==> config.mk <==
export PLATFORM = sky130hd
export DESIGN_NAME = sdrc_req_arb
export DESIGN_NICKNAME = d
export VERILOG_FILES = /design/src/rtl/sdrc_req_arb_pkg.sv /design/src/rtl/sdrc_rr_pick.sv /design/src/rtl/sdrc_req_arb.sv
export SDC_FILE = /design/constraint.sdc
export NUM_CORES = 1
export LEC_CHECK = 0
export ABC_AREA = 1
export CORE_AREA = 3 3 92 94
export CTS_BUF_LIST = sky130_fd_sc_hd__clkbuf_4 sky130_fd_sc_hd__clkbuf_8
export DETAILED_ROUTE_END_ITERATION = 8
export DIE_AREA = 0 0 95 97
export GPL_TIMING_DRIVEN = 0
export PLACE_DENSITY = 0.83
export REMOVE_ABC_BUFFERS = 1
export SLEW_MARGIN = 10
export SYNTH_ARGS = -nofsm -noshare
export SYNTH_HDL_FRONTEND = slang
export SYNTH_HIERARCHICAL = 1
export SYNTH_SLANG_ARGS = --single-unit
==> constraint.sdc <==
create_clock -name clk -period 1.5 [get_ports clk]
set_input_delay 0.225 -clock clk [delete_from_list [all_inputs] [get_ports clk]]
set_output_delay 0.225 -clock clk [all_outputs]
set_load 0.02 [all_outputs]
==> src/rtl/sdrc_req_arb_pkg.sv <==
// Shared SDRC arbiter encodings: request-ID width and FSM state codes.
`ifndef SDR_REQ_ID_W
`define SDR_REQ_ID_W 4
`endif
`ifndef ARB_IDLE
`define ARB_IDLE 1'b0
`endif
`ifndef ARB_GRANT
`define ARB_GRANT 1'b1
`endif

package sdrc_req_arb_pkg;

    localparam int ARB_PW = 3;
    localparam int ARB_IDW = `SDR_REQ_ID_W;

    typedef enum logic {
        ARB_IDLE  = `ARB_IDLE,
        ARB_GRANT = `ARB_GRANT
    } arb_state_e;

endpackage

==> src/rtl/sdrc_rr_pick.sv <==
// Combinational round-robin search: first set request above last_i, wrapping to 0.
// Zero latency; no flow control of its own.
module sdrc_rr_pick #(
    parameter int NP = 4
) (
    input  logic [NP-1:0] req_i,
    input  logic [2:0]    last_i,
    output logic [2:0]    win_o,
    output logic          vld_o
);
    import sdrc_req_arb_pkg::*;

    logic [ARB_PW-1:0] win_hi, win_lo;
    logic              vld_hi, vld_lo;

    // Descending scan lets the lowest index in each half overwrite the others.
    always_comb begin
        win_hi = '0;
        win_lo = '0;
        vld_hi = 1'b0;
        vld_lo = 1'b0;
        for (int j = NP - 1; j >= 0; j--) begin
            if (req_i[j] && (3'(j) > last_i)) begin
                win_hi = 3'(j);
                vld_hi = 1'b1;
            end
            if (req_i[j] && (3'(j) <= last_i)) begin
                win_lo = 3'(j);
                vld_lo = 1'b1;
            end
        end
    end

    assign win_o = vld_hi ? win_hi : win_lo;
    assign vld_o = vld_hi | vld_lo;

endmodule

==> src/rtl/sdrc_req_arb.sv <==
// SDRC request arbiter: 1 cycle p_req->req, one acceptance per 2 cycles; grant held until req_ack or withdrawal.
// Define SDRC_ARB_PRIO_EN to give port 0 absolute priority over round-robin ports 1..NP-1.
module sdrc_req_arb #(
    parameter int NP     = 4,
    parameter int APP_AW = 30,
    parameter int APP_RW = 9
) (
    input  logic                          clk,
    input  logic                          reset_n,
    input  logic [NP-1:0]                 p_req,
    input  logic [NP*`SDR_REQ_ID_W-1:0]   p_id,
    input  logic [NP*APP_AW-1:0]          p_addr,
    input  logic [NP*APP_RW-1:0]          p_len,
    input  logic [NP-1:0]                 p_wr_n,
    input  logic [NP-1:0]                 p_wrap,
    output logic [NP-1:0]                 p_ack,
    output logic                          req,
    output logic [`SDR_REQ_ID_W-1:0]      req_id,
    output logic [APP_AW-1:0]             req_addr,
    output logic [APP_RW-1:0]             req_len,
    output logic                          req_wr_n,
    output logic                          req_wrap,
    input  logic                          req_ack,
    output logic [2:0]                    arb_port
);
    import sdrc_req_arb_pkg::*;

    localparam int IDW = `SDR_REQ_ID_W;

    arb_state_e        state_q, state_d;
    logic [ARB_PW-1:0] grant_q, grant_d;
    logic [ARB_PW-1:0] last_q, last_d;

    logic [NP-1:0]     pick_req;
    logic [ARB_PW-1:0] pick_win, sel_win;
    logic              pick_vld, sel_vld;
    logic              cur_req;
    logic [NP-1:0]     ack_vec;

`ifdef SDRC_ARB_PRIO_EN
    // Port 0 bypasses the rotation; the picker only rotates among the rest.
    assign pick_req = {p_req[NP-1:1], 1'b0};
    assign sel_vld  = p_req[0] | pick_vld;
    assign sel_win  = p_req[0] ? '0 : pick_win;
`else
    assign pick_req = p_req;
    assign sel_vld  = pick_vld;
    assign sel_win  = pick_win;
`endif

    sdrc_rr_pick #(.NP(NP)) u_rr_pick (
        .req_i  (pick_req),
        .last_i (last_q),
        .win_o  (pick_win),
        .vld_o  (pick_vld)
    );

    always_comb begin
        cur_req  = 1'b0;
        ack_vec  = '0;
        req_id   = '0;
        req_addr = '0;
        req_len  = '0;
        req_wr_n = 1'b1;
        req_wrap = 1'b0;
        for (int i = 0; i < NP; i++) begin
            if (grant_q == 3'(i)) begin
                cur_req    = p_req[i];
                ack_vec[i] = 1'b1;
                req_id     = p_id[i*IDW +: IDW];
                req_addr   = p_addr[i*APP_AW +: APP_AW];
                req_len    = p_len[i*APP_RW +: APP_RW];
                req_wr_n   = p_wr_n[i];
                req_wrap   = p_wrap[i];
            end
        end
    end

    always_comb begin
        state_d = state_q;
        grant_d = grant_q;
        last_d  = last_q;
        req     = 1'b0;
        p_ack   = '0;
        case (state_q)
            ARB_IDLE: begin
                if (sel_vld) begin
                    grant_d = sel_win;
                    state_d = ARB_GRANT;
                end
            end
            ARB_GRANT: begin
                req = cur_req;
                if (req_ack) begin
                    p_ack   = ack_vec;
                    last_d  = grant_q;
                    state_d = ARB_IDLE;
                end else if (!cur_req) begin
                    state_d = ARB_IDLE;
                end
            end
            default: state_d = ARB_IDLE;
        endcase
    end

    always_ff @(posedge clk or negedge reset_n) begin
        if (!reset_n) begin
            state_q <= ARB_IDLE;
            grant_q <= '0;
            last_q  <= 3'(NP - 1);
        end else begin
            state_q <= state_d;
            grant_q <= grant_d;
            last_q  <= last_d;
        end
    end

    assign arb_port = grant_q;

endmodule

# Word-level counts from Yosys, hierarchy flattened

Cells that the tools add are included.

Word-level logic and storage cells: 79
Output and inout port bits: 53
Flip-flop bits (word level): 7
Input port bits: 187

Multiplexer cells: 52
Reductions and logical operators: 11
Equality and inequality tests: 3
$lt $le $gt $ge: 8
Bitwise logic cells: 2

Operators by type and width:

| operator                                                                        | number |
|---|---|
| 30-bit two-way mux                                                              | 4 |
| 9-bit two-way mux                                                               | 4 |
| 1-bit two-way mux                                                               | 28 |
| 4-bit two-way mux                                                               | 6 |
| 2-bit two-way mux                                                               | 9 |
| 1-bit logical AND                                                               | 8 |
| 3-bit by 2-bit equality test with 1-bit output, second input constant           | 2 |
| 1-bit by 3-bit greater-than comparator with 1-bit output, first input constant  | 2 |
| 2-bit by 3-bit greater-than comparator with 1-bit output, first input constant  | 2 |
| 1-bit by 3-bit less-or-equal comparator with 1-bit output, first input constant | 2 |
| 2-bit by 3-bit less-or-equal comparator with 1-bit output, first input constant | 2 |
| 2-bit AND reduction                                                             | 2 |
| 3-bit by 1-bit equality test with 1-bit output, second input constant           | 1 |
| 3-bit logical NOT                                                               | 1 |
| 1-bit case mux with 2 select lines                                              | 1 |
| 1-bit NOT                                                                       | 1 |
| 1-bit OR                                                                        | 1 |

# Longest topological paths before layout

Gate-level depths: netlist of run 1.

Depth after elaboration: 9
Mapped depth: 9
Depth with buffers taken out: 9

# Cells and area by module

The synthesis of run 1 kept the hierarchy.

Modules (own cells, without submodules):

| module       | cells an instance | sequential area each (um^2) | instances | area each (um^2) |
|---|---|---|---|---|
| sdrc_req_arb | 295               | 177.7                       | 1         | 1,550.2 |
| sdrc_rr_pick | 30                | 0.0                         | 1         | 150.1 |

# Worst setup path after synthesis of run 1

No wires, ideal clock.

Path kind: reg-to-output
From: register grant_q[0], in the netlist arb_port[0]
To: output req_len[0]
Cell stages (with the launch flop): 7
Data arrival time: 1.287 ns
Setup slack: -0.012 ns
Data required time: 1.275 ns
Cells stage by stage: dfrtp_1 -> inv_2 -> nand2_4 -> nor2_4 -> buf_6 -> nand2_1 -> nand4_1

Cells in the longest elaborated chain, start to end: 5
Elaborated cells on any way between the ends: 8
Those cells by class: eq/ne (3); mux (4); reduce/logical (1)

RTL lines:

| element                        | line                | text |
|---|---|---|
| start: declaration             | sdrc_req_arb.sv:31  | `logic [ARB_PW-1:0] grant_q, grant_d;` |
| start signal: assignment       | sdrc_req_arb.sv:113 | `grant_q <= grant_d;` |
| 3-bit logical NOT              | sdrc_req_arb.sv:67  | `if (grant_q == 3'(i)) begin` |
| 9-bit two-way mux (3 in a row) | sdrc_req_arb.sv:67  |  |
| 9-bit two-way mux *            | sdrc_req_arb.sv:67  |  |
| end: declaration               | sdrc_req_arb.sv:20  | `output logic [APP_RW-1:0] req_len,` |

Every way passes the cells marked *; elsewhere a longest branch is shown, timed or not.

# Final worst setup path of run 1

From: register grant_q[0], in the netlist arb_port[0]
To: output req_addr[8]

Cells in the longest elaborated chain, start to end: 5
Elaborated cells on any way between the ends: 8
Those cells by class: eq/ne (3); mux (4); reduce/logical (1)

RTL lines:

| element                         | line               | text |
|---|---|---|
| 3-bit logical NOT               | sdrc_req_arb.sv:67 |  |
| 30-bit two-way mux (3 in a row) | sdrc_req_arb.sv:67 |  |
| 30-bit two-way mux *            | sdrc_req_arb.sv:67 |  |
| end: declaration                | sdrc_req_arb.sv:19 | `output logic [APP_AW-1:0] req_addr,` |

Marked as above.

==> flow_summary_export.csv, run 1 <==
group,metric,value,unit
status,status,"finished, violations left",
status,violations,"setup timing",
synth,synth_area,1700,um2
layout,nNetsFinal,785,
layout,drive_gt1_frac,0.280,
placement,numPortBuffers,239,
synth,avgSynthCellArea,5.23,um2
floorplanning,die_h,97,um
global_routing,grt_pass1_wl,18900,um
synth,ys.warnings.count,6,
power,power.density,1610,nW/um2
placement,gp_congestion,0.855,
synth,synth_area_leaders,"nand2_1 42%, nand4_1 16%, buf_6 7.9%",
timing,slew_violations,0,
power,leakage,2.04,nW
power,clock_power_share,0.037,
floorplanning,fp.dieW,95,um
floorplanning,io-pin-count,240,
floorplanning,start_util,0.220,
timing,finalHoldViolCount,0,
synth,synth_top_area_cell,"nand2_1",
power,intPower,3.54,mW
power,p_comb_frac,0.897,
synth,synth_edf_count,0,
route,drt_iter0_markers,144,
placement,dp.cells,648,
timing,finalWorstSetupSlack,-0.326,ns
clock_network,cts-root-buf,"clkbuf_8",
synth,ys_ff_latch,7,
critical_path,rr_worst_depth,8,
placement,dp_hpwl,7630,um
clock_network,path_clk_slew,0.05,ns
synth,synth_flop_cell,"dfrtp_1",
power,power_frac_seq,0.065,
clock_network,insertion_delay,0.23,ns
critical_path,cpPeakStageDelay,0.46,ns
clock_network,htreeDepth,1,
clock_network,cts_hold_buffers,0,
floorplanning,rows,32,
synth,yosysMostFrequentCell,"nand2_1",
critical_path,critPathLaunchType,"flop",
critical_path,critPathMaxFanout,6,
clock_network,cts_tree,"yes",
critical_path,crit_required,1.27,ns
critical_path,r2r_start,"arb_port[0]",
hold_path,hp-class,"input port to asynchronous set/reset pin",
critical_path,path_cells,"inv_4 > nor2_4 > nand2_8 > inv_12 > nand2_2 > nand4_1 > buf_4",
floorplanning,die_area,9220,um2
critical_path,reg2reg_to,"state_q",
global_routing,antenna_found_initial,0,
timing,rsz0062_at_grt,"true",
route,finalWirelength,13400,um
critical_path,slowest_stage,"dfrtp_2",
global_routing,grt_pass1_vias,3401,
timing,finalCritPeriodShare,1.22,
floorplanning,core-area,7730,um2
power,sw_frac_of_total,0.544,
synth,synth-seq-area-share,0.104,
synth,synth_common_cells,"191 x nand2_1, 44 x nand4_1, 15 x nor2_1, 12 x buf_6, 10 x nand2_2",
route,drc_errors,0,
run,maxCapViolations,0,
synth,synthCells,325,
route,via_count,3455,
critical_path,criticalPathCategory,"flop to output pin",
critical_path,critPathArrivalTime,1.60,ns
critical_path,regToRegSetupSlack,0.09,ns
timing,fin_skew,0.00695,ns
timing,tns,-13.21,ns
power,ir_drop,0.000818,V
clock_network,numCtsBuffers,3,
route,wire_per_inst,19.1,um
layout,post-route-util,0.626,
layout,layout.cells.non_filler,699,
synth,yosys.area.top_type_share,0.422,
timing,fmaxAchievable,548,MHz
route,firstDrtPassIters,5,
route,postRouteAntennaNets,0,
layout,diodes,0,
global_routing,track_usage,0.271,
synth,ys_async_sr_fraction,1.00,
clock_network,numClockSinks,7,
timing,fin_crit,1.83,ns
placement,place_ws,-1.26,ns
global_routing,grt_max_degree,23,
global_routing,grt-ovfl-total,0,
route,drt-vias-per-instance,4.94,
synth,synth.distinct_cells,25,
timing,setup_viol_count_final,48,
power,power.switching,4.23,mW
clock_network,clockBufferDepth,2,
critical_path,cp-end-kind,"output pin",
layout,syn2layout_area_growth,185,%
-- how the worst max path moves through the flow --
stage                 from            to  slack (ns)  cells past startpoint
2_1_floorplan  arb_port[1]           req       -0.44                      5
3_3_place_gp   arb_port[1]           req       -1.25                      6
3_5_place_dp   arb_port[1]           req       -1.26                      6
4_1_cts        arb_port[0]  req_addr[23]       -0.29                      8
5_1_grt        arb_port[0]   req_addr[8]       -0.36                      7
6_report       arb_port[0]   req_addr[8]       -0.33                      7
-- layout make-up --
cell class	count	area (um2)
Clock buffer	4	48.8
Fill cell	668	2890
Inverter	13	87.6
Multi-Input combinational cell	294	1570
Sequential cell	7	184
Tap cell	102	128
Timing Repair Buffer	269	2680
Timing Repair inverter	10	148
-- cells in the final DEF, fill, tap and decap left out, types with 3 or more instances in the layout --
cell	count
inv_12	5
nor2_4	10
buf_6	27
a21oi_1	5
nand2_1	160
buf_12	7
nor2_1	13
buf_4	45
nand3_1	5
clkbuf_8	3
inv_1	6
clkdlybuf4s50_1	186
dlygate4sd2_1	3
nand2_4	5
nor2_2	3
nand2_2	33
clkinv_8	4
nand4_1	44
nand2_8	5
-- worst max-delay path, delay by kind of cell, from the launching register on --
family	cells	cell delay (ns)
buf+inv	3	0.38
flops	1	0.46
simple gates	4	0.52
-- power by group through the flow --
stage | registers, mW | clock network (mW) | logic [mW]
2_1_floorplan | 0.493 | 0 | 2.51
3_3_place_gp | 0.461 | 0 | 4.97
3_5_place_dp | 0.472 | 0 | 5.04
4_1_cts | 0.488 | 0.280 | 6.72
5_1_grt | 0.520 | 0.298 | 7.32
6_report | 0.509 | 0.289 | 6.98
-- sequential cells by signal (all words and copies together) (netlist names) --
| signal | count |
|---|---|
| last_q | 3 |
| state_q | 1 |
| arb_port | 3 |
-- per-layer routing --
layer | GRT usage | vias to the layer above | wire [um]
li1 | - | 1618 | -
met1 | 0.300 | 1601 | 4860
met2 | 0.498 | 211 | 6830
met3 | 0.0583 | 25 | 1300
met4 | 0.0921 | 0 | 367
met5 | 0 | - | 0
-- what timing repair did --
item	CTS	global route
gates cloned	17	0
setup buffers	28	2
gates resized for setup	339	31
setup endpoints to repair	53	50
pin swaps	12	6
-- metrics by stage --
step,hold WS (ns),instance area [um2],power (mW)
after global routing,0.283,4840,8.14
after detailed placement,0.476,4050,5.51
after global placement,0.469,4050,5.44
after CTS,0.275,4710,7.49
after floorplan,-0.0706,1530,3.00
final,0.261,4840,7.77
-- cell families after synthesis --
logic type / Yosys count / synth area share
AOI/OAI and AO/OA: 10 / 0.0346
buffers and inverters: 31 / 0.130
and+or+nand+nor: 276 / 0.728
DFF: 7 / 0.104
other: 1 / 0.00221
Note: power is estimated with default switching activity, not from simulation.
==> run 2, diff against run 1 <==
--- a/config.mk
+++ b/config.mk
@@ -11,6 +11,7 @@
 export DETAILED_ROUTE_END_ITERATION = 8
 export DIE_AREA = 0 0 95 97
 export GPL_TIMING_DRIVEN = 0
+export HOLD_SLACK_MARGIN = 0.02
 export PLACE_DENSITY = 0.83
 export REMOVE_ABC_BUFFERS = 1
 export SLEW_MARGIN = 10
==> results of run 2 <==
No change in the layout: final DEF, timing and power equal those of run 1.
==> run 3, diff against run 2 <==
--- a/config.mk
+++ b/config.mk
@@ -6,6 +6,7 @@
 export NUM_CORES = 1
 export LEC_CHECK = 0
 export ABC_AREA = 1
+export ABC_CLOCK_PERIOD_IN_PS = 1500
 export CORE_AREA = 3 3 92 94
 export CTS_BUF_LIST = sky130_fd_sc_hd__clkbuf_4 sky130_fd_sc_hd__clkbuf_8
 export DETAILED_ROUTE_END_ITERATION = 8
@@ -14,6 +15,7 @@
 export HOLD_SLACK_MARGIN = 0.02
 export PLACE_DENSITY = 0.83
 export REMOVE_ABC_BUFFERS = 1
+export SETUP_SLACK_MARGIN = 0.4
 export SLEW_MARGIN = 10
 export SYNTH_ARGS = -nofsm -noshare
 export SYNTH_HDL_FRONTEND = slang
==> flow_summary_export.csv, run 3 (synthesized netlist as in run 1, its figures left out) <==
group,metric,value,unit
timing,fin_crit,1.84,ns
critical_path,cpPeakStageDelay,0.46,ns
run,maxCapViolations,0,
timing,rsz0062_at_grt,"true",
clock_network,cts_tree,"yes",
critical_path,slowest_stage,"dfrtp_2",
hold_path,hp-class,"input port to asynchronous set/reset pin",
critical_path,cp-end-kind,"output pin",
clock_network,cts-root-buf,"clkbuf_8",
floorplanning,fp.dieW,95,um
clock_network,numClockSinks,7,
global_routing,busiest_layer,"met2",
global_routing,grt-ovfl-total,0,
layout,nNetsFinal,789,
layout,post-route-util,0.638,
timing,slew_violations,0,
placement,gp_congestion,0.855,
critical_path,crit_required,1.27,ns
layout,fin_area,4930,um2
route,drt-vias-per-instance,4.94,
floorplanning,core-area,7730,um2
global_routing,grt_max_degree,23,
power,total_power,8.04,mW
placement,numPortBuffers,239,
route,postRouteAntennaNets,0,
global_routing,track_usage,0.272,
timing,finalCritPeriodShare,1.23,
placement,dp_hpwl,7630,um
route,wire_per_inst,19.3,um
global_routing,antenna_found_initial,0,
layout,drive_gt1_frac,0.318,
global_routing,use_met1,0.303,
clock_network,cts_hold_buffers,0,
floorplanning,io-pin-count,240,
power,power.density,1630,nW/um2
status,violations,"setup timing",
critical_path,path_cells,"inv_4 > nor2_4 > nand2_8 > inv_12 > nand2_2 > nand4_1 > buf_4",
clock_network,clockBufferDepth,2,
floorplanning,start_util,0.220,
global_routing,grt_use_met3,0.0591,
clock_network,path_clk_slew,0.05,ns
floorplanning,die_h,97,um
critical_path,criticalPathCategory,"flop to output pin",
timing,finalWorstSetupSlack,-0.344,ns
critical_path,critPathArrivalTime,1.62,ns
critical_path,critPathMaxFanout,6,
layout,final_common_cell,"clkdlybuf4s50_1",
layout,mostFrequentLayoutCells,"182 x clkdlybuf4s50_1, 153 x nand2_1, 45 x buf_4",
clock_network,htreeDepth,1,
power,leakage,2.07,nW
timing,setup_viol_count_final,49,
critical_path,critPathLaunchType,"flop",
layout,syn2layout_area_growth,190,%
layout,diodes,0,
status,status,"finished, violations left",
route,via_count,3472,
route,drt_iter0_markers,118,
clock_network,numCtsBuffers,3,
placement,place_ws,-1.26,ns
placement,dpl_cell_area,4050,um2
power,ir_drop,0.000828,V
floorplanning,die_area,9220,um2
timing,fmaxAchievable,542,MHz
route,finalWirelength,13500,um
timing,fin_skew,0.00319,ns
route,drc_errors,0,
route,firstDrtPassIters,5,
timing,finalHoldViolCount,0,
clock_network,insertion_delay,0.23,ns
global_routing,grt_pass1_wl,19100,um
floorplanning,rows,32,
global_routing,grt_pass1_vias,3432,
global_routing,gr-usage-met2,0.505,
[run 3: changes by cell type in the layout (fill, tap and decap cells not counted), sizes merged]
cell           delta
clkdlybuf4s50     -4
dlygate4sd2       +1
clkinv            -2
inv               +2
buf               +7
[run 3: repair_timing]
item                                    in CTS  in global routing
endpoints found under the setup margin      57                 57
gates resized for setup                    375                 36
cloned                                      17                  0
pin swaps                                   18                  6
buffers inserted                            30                  4
[run 3: final cells by class]
class | count | area [um2]
fillers | 656 | 2790
repair buffers | 273 | 2730
multi-input cells | 294 | 1620
flip-flops and latches | 7 | 184
repair inverters | 10 | 138
well taps | 102 | 128
inverters | 13 | 87.6
clock buffers | 4 | 48.8
[run 3: worst max-delay path, delay by kind of cell, from the launching register on]
family | cells | cell delay [ns]
simple gates | 4 | 0.53
buf+inv | 3 | 0.38
flops | 1 | 0.46
[run 3: final timing paths]
| path | start | endpoint | slack [ns] | depth (start not counted) |
|---|---|---|---|---|
| setup / recovery | arb_port[0] | req_addr[8] | -0.34 | 7 |
| hold / removal | reset_n | state_q | 0.27 | 1 |
| setup reg to reg | arb_port[0] | state_q | 0.05 | 8 |
| hold reg to reg | last_q[1] | last_q[1] | 0.52 | 2 |
| max in group asynchronous | reset_n | last_q[0] | 0.93 | 1 |
| min in group clk | last_q[1] | last_q[1] | 0.52 | 2 |
[run 3: power by group]
| group | internal (mW) | switching [mW] | leakage (nW) | total, mW |
|---|---|---|---|---|
| sequential | 0.322 | 0.212 | 0.0761 | 0.534 |
| clock | 0.203 | 0.0954 | 0.0262 | 0.299 |
| combinational | 3.17 | 4.04 | 1.97 | 7.21 |
[run 3: stage by stage]
stage | cells | TNS [ns] | hold slack, ns
final | 703 | -14.18 | 0.267
after global routing | 703 | -16.38 | 0.286
after CTS | 699 | -12.54 | 0.275
after detailed placement | 648 | -53.40 | 0.476
after global placement | 648 | -52.21 | 0.469
after floorplan | 307 | -13.47 | -0.0706
[run 3: per-layer routing]
metal / share of wire / up-vias
met4: 0.027 / 0
met5: 0 / -
met3: 0.097 / 31
li1: - / 1622
met2: 0.52 / 218
met1: 0.36 / 1601
